[src/rtl/clk_src_failover_ctrl_if.sv]
// ----------------------------------------------------------------------------
// clk_src_failover_ctrl_if
// Control/status bundle between the clock-source failover controller and its
// surroundings (clk_ext monitor, register block, BUFGCTRL / FC mux).
//   master : register/monitor side, drives the qualifiers and reads status
//   slave  : the failover controller itself
// ----------------------------------------------------------------------------
interface clk_src_failover_ctrl_if;
    logic        ext_stopped;
    logic [23:0] ext_rate;
    logic        ext_rate_valid;
    logic        force_int;
    logic        auto_ext_en;
    logic        clk_int_sel;
    logic        fc_blank;
    logic        ext_good;
    logic [2:0]  state;
    logic [15:0] failover_count;
    logic [23:0] last_fail_rate;

    modport master (
        output ext_stopped, ext_rate, ext_rate_valid, force_int, auto_ext_en,
        input  clk_int_sel, fc_blank, ext_good, state, failover_count, last_fail_rate
    );

    modport slave (
        input  ext_stopped, ext_rate, ext_rate_valid, force_int, auto_ext_en,
        output clk_int_sel, fc_blank, ext_good, state, failover_count, last_fail_rate
    );
endinterface

[src/rtl/clk_src_failover_ctrl.sv]
// ----------------------------------------------------------------------------
// clk_src_failover_ctrl
// Selects the 320 MHz fast-command clock source. clk_ext is qualified (running
// and inside the rate window for QUAL_CYCLES consecutive cycles) before it is
// selected; loss of clk_ext fails over to clk_int on the very next edge. Every
// select change is bracketed by an fc_blank window so FC_out stays idle while
// the BUFGCTRL changes over. Runs entirely on clk_int.
//
// Optional feature macro: FAILOVER_STATS_EN
//   defined   : failover_count / last_fail_rate record hard failovers
//   undefined : both outputs tie to 0 and no statistics registers exist
// ----------------------------------------------------------------------------
module clk_src_failover_ctrl #(
    parameter int unsigned QUAL_CYCLES  = 1024,
    parameter int unsigned BLANK_CYCLES = 16,
    parameter int unsigned RATE_MIN     = 319000,
    parameter int unsigned RATE_MAX     = 321000
) (
    input  logic                   clk,
    input  logic                   aresetn,
    clk_src_failover_ctrl_if.slave bus
);

    localparam int unsigned QW = $clog2(QUAL_CYCLES + 1);
    localparam int unsigned BW = $clog2(BLANK_CYCLES + 1);
    localparam logic [QW-1:0] QUAL_LAST  = QW'(QUAL_CYCLES - 1);
    localparam logic [BW-1:0] BLANK_LAST = BW'(BLANK_CYCLES - 1);
    localparam logic [23:0]   RATE_MIN_C = 24'(RATE_MIN);
    localparam logic [23:0]   RATE_MAX_C = 24'(RATE_MAX);

    typedef enum logic [2:0] {
        S_INT  = 3'd0,
        S_QUAL = 3'd1,
        S_PRE  = 3'd2,
        S_POST = 3'd3,
        S_EXT  = 3'd4
    } state_t;

    typedef enum logic {
        TGT_INT = 1'b0,
        TGT_EXT = 1'b1
    } target_t;

    state_t        state_r;
    state_t        state_nxt;
    target_t       target_r;
    target_t       target_nxt;
    logic [QW-1:0] qual_cnt_r;
    logic [QW-1:0] qual_cnt_nxt;
    logic [BW-1:0] blank_cnt_r;
    logic [BW-1:0] blank_cnt_nxt;
    logic          clk_int_sel_r;
    logic          sel_nxt;
    logic          fc_blank_r;
    logic          fc_blank_nxt;
    logic [23:0]   rate_q_r;
    logic          ext_good_r;
    logic          rate_in_win_s;
    logic          fail_evt_s;

    assign rate_in_win_s = (rate_q_r >= RATE_MIN_C) && (rate_q_r <= RATE_MAX_C);

    // Capture the latest rate measurement and judge clk_ext acceptability.
    always_ff @(posedge clk or negedge aresetn) begin
        if (!aresetn) begin
            rate_q_r   <= 24'd0;
            ext_good_r <= 1'b0;
        end else begin
            if (bus.ext_rate_valid) begin
                rate_q_r <= bus.ext_rate;
            end
            ext_good_r <= !bus.ext_stopped && rate_in_win_s;
        end
    end

    // FSM state, counters and registered select/blank outputs.
    always_ff @(posedge clk or negedge aresetn) begin
        if (!aresetn) begin
            state_r       <= S_INT;
            target_r      <= TGT_INT;
            qual_cnt_r    <= '0;
            blank_cnt_r   <= '0;
            clk_int_sel_r <= 1'b1;
            fc_blank_r    <= 1'b0;
        end else begin
            state_r       <= state_nxt;
            target_r      <= target_nxt;
            qual_cnt_r    <= qual_cnt_nxt;
            blank_cnt_r   <= blank_cnt_nxt;
            clk_int_sel_r <= sel_nxt;
            fc_blank_r    <= fc_blank_nxt;
        end
    end

    // Next-state logic; ext_stopped is checked first so hard failover wins.
    always_comb begin
        state_nxt     = state_r;
        target_nxt    = target_r;
        qual_cnt_nxt  = qual_cnt_r;
        blank_cnt_nxt = blank_cnt_r;
        sel_nxt       = clk_int_sel_r;
        fail_evt_s    = 1'b0;

        case (state_r)
            S_INT: begin
                sel_nxt       = 1'b1;
                qual_cnt_nxt  = '0;
                blank_cnt_nxt = '0;
                if (bus.auto_ext_en && !bus.force_int && ext_good_r) begin
                    state_nxt  = S_QUAL;
                    target_nxt = TGT_EXT;
                end else begin
                    state_nxt  = S_INT;
                end
            end

            S_QUAL: begin
                if (!ext_good_r || bus.force_int || !bus.auto_ext_en) begin
                    state_nxt    = S_INT;
                    qual_cnt_nxt = '0;
                end else if (qual_cnt_r == QUAL_LAST) begin
                    state_nxt     = S_PRE;
                    target_nxt    = TGT_EXT;
                    qual_cnt_nxt  = '0;
                    blank_cnt_nxt = '0;
                end else begin
                    qual_cnt_nxt = qual_cnt_r + QW'(1);
                end
            end

            S_PRE: begin
                if ((target_r == TGT_EXT) && !ext_good_r) begin
                    // clk_ext went bad before we committed: select is still clk_int
                    state_nxt     = S_INT;
                    target_nxt    = TGT_INT;
                    sel_nxt       = 1'b1;
                    blank_cnt_nxt = '0;
                end else if (blank_cnt_r == BLANK_LAST) begin
                    state_nxt     = S_POST;
                    sel_nxt       = (target_r == TGT_INT);
                    blank_cnt_nxt = '0;
                end else begin
                    blank_cnt_nxt = blank_cnt_r + BW'(1);
                end
            end

            S_POST: begin
                if ((target_r == TGT_EXT) && bus.ext_stopped) begin
                    // clk_ext died just after being selected: back to clk_int and
                    // restart the post-switch blanking around the new change
                    sel_nxt       = 1'b1;
                    target_nxt    = TGT_INT;
                    blank_cnt_nxt = '0;
                    fail_evt_s    = 1'b1;
                end else if (blank_cnt_r == BLANK_LAST) begin
                    state_nxt     = (target_r == TGT_EXT) ? S_EXT : S_INT;
                    blank_cnt_nxt = '0;
                end else begin
                    blank_cnt_nxt = blank_cnt_r + BW'(1);
                end
            end

            S_EXT: begin
                sel_nxt = 1'b0;
                if (bus.ext_stopped) begin
                    // no PRE phase: a dead clk_ext cannot be drained gracefully
                    state_nxt     = S_POST;
                    target_nxt    = TGT_INT;
                    sel_nxt       = 1'b1;
                    blank_cnt_nxt = '0;
                    fail_evt_s    = 1'b1;
                end else if (bus.force_int || !bus.auto_ext_en || !ext_good_r) begin
                    state_nxt     = S_PRE;
                    target_nxt    = TGT_INT;
                    blank_cnt_nxt = '0;
                end else begin
                    state_nxt = S_EXT;
                end
            end

            default: begin
                // encodings 5-7: recover to a safe clk_int selection
                state_nxt     = S_INT;
                target_nxt    = TGT_INT;
                sel_nxt       = 1'b1;
                qual_cnt_nxt  = '0;
                blank_cnt_nxt = '0;
            end
        endcase

        fc_blank_nxt = (state_nxt == S_PRE) || (state_nxt == S_POST);
    end

`ifdef FAILOVER_STATS_EN
    logic [15:0] failover_count_r;
    logic [23:0] last_fail_rate_r;

    // Hard-failover statistics: saturating count and rate at the failover.
    always_ff @(posedge clk or negedge aresetn) begin
        if (!aresetn) begin
            failover_count_r <= 16'h0000;
            last_fail_rate_r <= 24'd0;
        end else begin
            if (fail_evt_s) begin
                if (failover_count_r != 16'hFFFF) begin
                    failover_count_r <= failover_count_r + 16'd1;
                end
                last_fail_rate_r <= rate_q_r;
            end
        end
    end

    assign bus.failover_count = failover_count_r;
    assign bus.last_fail_rate = last_fail_rate_r;
`else
    logic stats_unused_s;
    assign stats_unused_s     = fail_evt_s;
    assign bus.failover_count = 16'h0000;
    assign bus.last_fail_rate = 24'd0;
`endif

    assign bus.clk_int_sel = clk_int_sel_r;
    assign bus.fc_blank    = fc_blank_r;
    assign bus.ext_good    = ext_good_r;
    assign bus.state       = state_r;

endmodule

[src/flat_wrapper.sv]
// flat-port wrapper written by rule: the top's interface ports become plain ports
module clk_src_failover_ctrl_flat 
#(
    parameter int unsigned QUAL_CYCLES  = 1024,
    parameter int unsigned BLANK_CYCLES = 16,
    parameter int unsigned RATE_MIN     = 319000,
    parameter int unsigned RATE_MAX     = 321000
)
  (clk, aresetn, bus_ext_stopped, bus_ext_rate, bus_ext_rate_valid, bus_force_int, bus_auto_ext_en, bus_clk_int_sel, bus_fc_blank, bus_ext_good, bus_state, bus_failover_count, bus_last_fail_rate);
  clk_src_failover_ctrl_if bus_i ();
  input  logic clk;
  input  logic aresetn;
  input wire logic [$bits(bus_i.ext_stopped)-1:0] bus_ext_stopped;
  input wire logic [$bits(bus_i.ext_rate)-1:0] bus_ext_rate;
  input wire logic [$bits(bus_i.ext_rate_valid)-1:0] bus_ext_rate_valid;
  input wire logic [$bits(bus_i.force_int)-1:0] bus_force_int;
  input wire logic [$bits(bus_i.auto_ext_en)-1:0] bus_auto_ext_en;
  output wire logic [$bits(bus_i.clk_int_sel)-1:0] bus_clk_int_sel;
  output wire logic [$bits(bus_i.fc_blank)-1:0] bus_fc_blank;
  output wire logic [$bits(bus_i.ext_good)-1:0] bus_ext_good;
  output wire logic [$bits(bus_i.state)-1:0] bus_state;
  output wire logic [$bits(bus_i.failover_count)-1:0] bus_failover_count;
  output wire logic [$bits(bus_i.last_fail_rate)-1:0] bus_last_fail_rate;
  assign bus_i.ext_stopped = bus_ext_stopped;
  assign bus_i.ext_rate = bus_ext_rate;
  assign bus_i.ext_rate_valid = bus_ext_rate_valid;
  assign bus_i.force_int = bus_force_int;
  assign bus_i.auto_ext_en = bus_auto_ext_en;
  assign bus_clk_int_sel = bus_i.clk_int_sel;
  assign bus_fc_blank = bus_i.fc_blank;
  assign bus_ext_good = bus_i.ext_good;
  assign bus_state = bus_i.state;
  assign bus_failover_count = bus_i.failover_count;
  assign bus_last_fail_rate = bus_i.last_fail_rate;
  clk_src_failover_ctrl #(.QUAL_CYCLES(QUAL_CYCLES), .BLANK_CYCLES(BLANK_CYCLES), .RATE_MIN(RATE_MIN), .RATE_MAX(RATE_MAX)) u_core (.clk(clk), .aresetn(aresetn), .bus(bus_i));
endmodule
[config.mk]
export PLATFORM = sky130hd
export DESIGN_NAME = clk_src_failover_ctrl_flat
export DESIGN_NICKNAME = d
export VERILOG_FILES = /design/src/rtl/clk_src_failover_ctrl_if.sv /design/src/rtl/clk_src_failover_ctrl.sv /design/src/flat_wrapper.sv
export SDC_FILE = /design/constraint.sdc
export NUM_CORES = 1
export LEC_CHECK = 0
export ABC_CLOCK_PERIOD_IN_PS = 4300
export CELL_PAD_IN_SITES_DETAIL_PLACEMENT = 1
export CELL_PAD_IN_SITES_GLOBAL_PLACEMENT = 1
export CORE_MARGIN = 1.5
export CORE_UTILIZATION = 39
export CTS_CLUSTER_DIAMETER = 50
export DETAILED_ROUTE_END_ITERATION = 8
export HOLD_SLACK_MARGIN = 0.15
export PLACE_DENSITY = 0.9
export SLEW_MARGIN = 20
export SYNTH_ARGS = -nofsm -noshare
export SYNTH_HDL_FRONTEND = slang
export SYNTH_SLANG_ARGS = --single-unit
[constraint.sdc]
create_clock -name clk -period 4.3 [get_ports clk]
set_input_delay 0.43 -clock clk [delete_from_list [all_inputs] [get_ports clk]]
set_output_delay 0.43 -clock clk [all_outputs]
set_load 0.05 [all_outputs]
# Word-level counts from Yosys, hierarchy flattened
# Index checks and enable logic that the tools add are counted.
# classes
add_sub_neg	2
magnitude_cmp	2
eq_ne	15
n_mux	35
bitwise	2
reduce_logical	20
# ops
cell	n
$mux 5	7
$mux 3	9
$ge 24x19->1 const B	1
$le 24x19->1 const B	1
$mux 11	2
$pmux 11 s2	1
$pmux 5 s4	1
$pmux 3 s5	1
$eq 3x2->1 const B	4
$mux 1	12
$add 11x1->11 const B	1
$eq 11x10->1 const B	1
$ne 2x1->1 const B	4
$logic_and 1x1->1	6
$reduce_and 3->1	2
$reduce_and 6->1	1
$add 5x1->5 const B	1
$eq 5x4->1 const B	1
$logic_or 1x1->1	5
$pmux 1 s5	1
$logic_not 1->1	4
$pmux 1 s4	1
$eq 3x1->1 const B	1
$eq 3x3->1 const B	1
6 further kinds	7
# word_totals
reg_bits	47
output_inout_bits	46

# Longest topological paths before layout
# depth
depth_word	8
depth_mapped	6

# Worst setup path after synthesis
# No wires, ideal clock.
# synth_timing
path_type	flip-flop to flip-flop
start	reg u_core.ext_good_r, in the netlist u_core.bus.ext_good
end	reg u_core.qual_cnt_r[9]
arrival_time_ps	2138
slack_ps	2086
path_stages_with_launch	7
path_cell_list	dfrtp_1 -> nand3b_4 -> or4b_4 -> buf_6 -> or2_4 -> or3_1 -> o21ai_1
# synth_between
elab_chain_cells	5
# synth_lines
element	line_no	text
start: declaration	clk_src_failover_ctrl.sv:57	logic ext_good_r;
start signal: assignment	clk_src_failover_ctrl.sv:72	ext_good_r <= !bus.ext_stopped && rate_in_win_s;
$logic_not 1->1	clk_src_failover_ctrl.sv:118	if (!ext_good_r || bus.force_int || !bus.auto_ext_en) begin
$logic_or 1x1->1 (2 in series)	clk_src_failover_ctrl.sv:118	
$mux 11	clk_src_failover_ctrl.sv:118	
$pmux 11 s2	clk_src_failover_ctrl.sv:104	case (state_r)
end signal: assignment	clk_src_failover_ctrl.sv:88	qual_cnt_r <= qual_cnt_nxt;
end: declaration	clk_src_failover_ctrl.sv:48	logic [QW-1:0] qual_cnt_r;
# No other way between the ends.
# A chain may end at the register's enable or synchronous reset.

# Worst setup path after layout
# layout_timing
start	reg u_core.qual_cnt_r[0]
end	reg u_core.target_r
# layout_between
elab_chain_cells	3
# layout_lines
element	line_no	text
$eq 11x10->1	clk_src_failover_ctrl.sv:121	end else if (qual_cnt_r == QUAL_LAST) begin
$ne 2x1->1 (no line)	-	
$reduce_and 6->1 (no line)	-	
end signal: assignment	clk_src_failover_ctrl.sv:87	target_r <= target_nxt;
end: declaration	clk_src_failover_ctrl.sv:46	target_t target_r;
# No other way between the ends.

==> results.toml <==
[detailed_routing]
drtIter0Drc = 95
drt_first_pass_iters = 4
ant_nets = 0
wl_um = 5340
vias_per_cell = 5.20
drc = 0
dr_total_vias = 1883
wl_per_cell_um = 14.7

[synth]
synth-seq-cells = 47
synthFlopType = "dfrtp_1"
syn_area_per_cell_um2 = 10.3
seq_area_frac_synth = 0.456
synth_area_mm2 = 0.00258
ys_warn_count = 0
synthCells = 251
ys_types = 48
async_flop_share = 1.00
synth_edf_count = 0

[floorplanning]
ios = 76
start_util = 0.405
die_h_um = 84.4
design.core.area_mm2 = 0.00639
dieArea_mm2 = 0.00712
num_rows = 29
die_x_um = 84.4

[placement]
numPortBuffers = 35
hpwl_um = 3960
place.gp.congestion = 0.817

[timing]
fmax_mhz = 441
hold_viol_final = 0
drv_slew = 0
period_minus_slack_ns = 2.27
skew_ns = 0.00781
worst_pin_slew_ns = 1.01
slew_headroom = 0.322
min_period_over_period = 0.527
tns_ns = 0
setup_viol = 0
rsz0062_at_grt = "no"

[worst_setup_path]
arrival_ns = 2.46
crit_path_start = "u_core.qual_cnt_r[0]"
reg2reg_depth = 6
cp_slowest_cell = "dfrtp_1"
path_cells = "ha_1 > nand3_1 > nor4_1 > o21ai_2 > a211oi_1 > mux2_2"
required_ns = 4.49
cp-end-kind = "flop"
reg2reg_slack_ns = 2.03
r2r-start = "u_core.qual_cnt_r[0]"
r2r-end = "u_core.target_r"
crit_fanout = 6
crit_path_start_kind = "flop"
critPathMaxStageDelay_ns = 0.45
criticalPathCategory = "reg -> reg"

[grt]
grt_pass1_wl_um = 8900
grt_pass1_vias = 1886
antenna_found_initial = 0
grt_usage = 0.154
overflow = 0
grt_max_degree = 48

[clocking]
numCtsBuffers = 5
cts_setup_buffers = 0
clock_path_buffers = 2
cts_hold_buf = 0
cts_max_level = 2
clock_latency_ns = 0.30
tritoncts = "done"
cts-root-buf = "clkbuf_8"
clkTransAtPathRegs_ns = 0.09
cts_sinks = 47
cts-resized-gates = 0

[job]
drv_cap = 0

[finish]
area_delta_synth_final_pct = 13.1
drive_above_1_share = 0.147
nFillCells = 751
final_cell_mix = "46 x dfrtp_1, 40 x conb_1, 34 x clkdlybuf4s50_1, 25 x mux2_2, 18 x nand2_1"
antenna_cells = 0
fin_nets = 316
final_common_cell = "dfrtp_1"

[power_and_ir_drop]
irDropWorstVdd_uv = 231
power_density_mw_per_mm2 = 313
leakagePower_uw = 0.00124
power.total_uw = 913

[run_status]
outcome = "finished, final reports clean"

[min_path]
hp-class = "in -> async"
## per-layer routing
metal	vias to the layer above	part of all wire	track usage
met4	0	0.0097	0.0381
met5	-	0	0
li1	893	-	-
met1	931	0.44	0.201
met2	52	0.50	0.257
met3	7	0.046	0.0393
## stage by stage
stage	hold slack [ns]	setup WS, ns	area (um2)	instances	utilization
global route	0.171	1.91	2920	362	0.457
finish	0.127	2.03	2920	362	0.457
CTS	0.346	2.08	2920	362	0.457
floorplan	0.134	2.09	2730	290	-
global placement	0.458	1.87	2830	354	0.444
detailed placement	0.466	1.84	2830	354	0.444
## synth_stat cells, types with 2 or more instances
cell type,instances,share of area
nor3_1,5,0.0097
o41ai_1,2,0.0068
a22o_1,3,0.010
nand2b_1,2,0.0048
nand2_1,18,0.026
nand4b_1,3,0.010
a21oi_1,10,0.019
nand4_1,3,0.0073
clkbuf_1,7,0.010
nor2b_1,4,0.0097
ha_1,2,0.0097
inv_1,3,0.0044
nor4_1,4,0.0097
nand3b_1,2,0.0058
nor2_1,10,0.015
buf_4,40,0.12
o21ai_0,14,0.027
o2111ai_1,2,0.0068
a31oi_1,6,0.015
mux2_2,25,0.11
nand3_1,10,0.019
dfrtp_1,46,0.45
or3_1,4,0.0097
or2_2,2,0.0048
## power by group
part,switching [uW],internal (uW)
combinational,105,51.5
sequential,23.0,466
clock,153,114
## critical path, delay by kind of cell, from the launching register on
family,cells,cell delay (ns)
AO/OA/AOI/OAI,2,0.45
multiplexers,1,0.36
adder cells (fa/ha/maj),1,0.23
flip-flops,1,0.45
AND/OR/NAND/NOR,2,0.66
## layout make-up
class | instances | area, um2 | area share
Tap cell | 77 | 96.3 | 0.0330
Sequential cell | 47 | 1180 | 0.403
Clock inverter | 2 | 12.5 | 0.00428
Timing Repair Buffer | 35 | 348 | 0.119
Clock buffer | 6 | 72.6 | 0.0248
Multi-Input combinational cell | 192 | 1200 | 0.412
Inverter | 3 | 11.3 | 0.00385
## worst max-delay path by stage
stage                                 to  slack (ns)  cells after the start
finish                   u_core.target_r        2.03                      6
global placement    u_core.qual_cnt_r[9]        1.87                      6
floorplan           u_core.qual_cnt_r[9]        2.09                      6
global route             u_core.target_r        1.91                      6
detailed placement  u_core.qual_cnt_r[5]        1.84                      6
CTS                         bus_state[0]        2.08                      1
## sequential cells by signal, summed over array words and instances, names as in the netlist
signal,count
u_core.bus.clk_int_sel,1
u_core.rate_q_r,24
u_core.qual_cnt_r,11
u_core.bus.fc_blank,1
u_core.bus.ext_good,1
u_core.bus.state,3
u_core.target_r,1
u_core.blank_cnt_r,5
## logic make-up after synthesis
kind of cell             after synthesis  share of synthesized area
AND/OR/NAND/NOR                       75                      0.164
buffers and inverters                 51                      0.135
AO/OA/AOI/OAI                         49                      0.122
flip-flops                            47                      0.456
multiplexers                          26                      0.113
adder cells (fa/ha/maj)                2                    0.00968
other                                  1                    0.00145
Note: power is estimated with default switching activity, not from simulation.
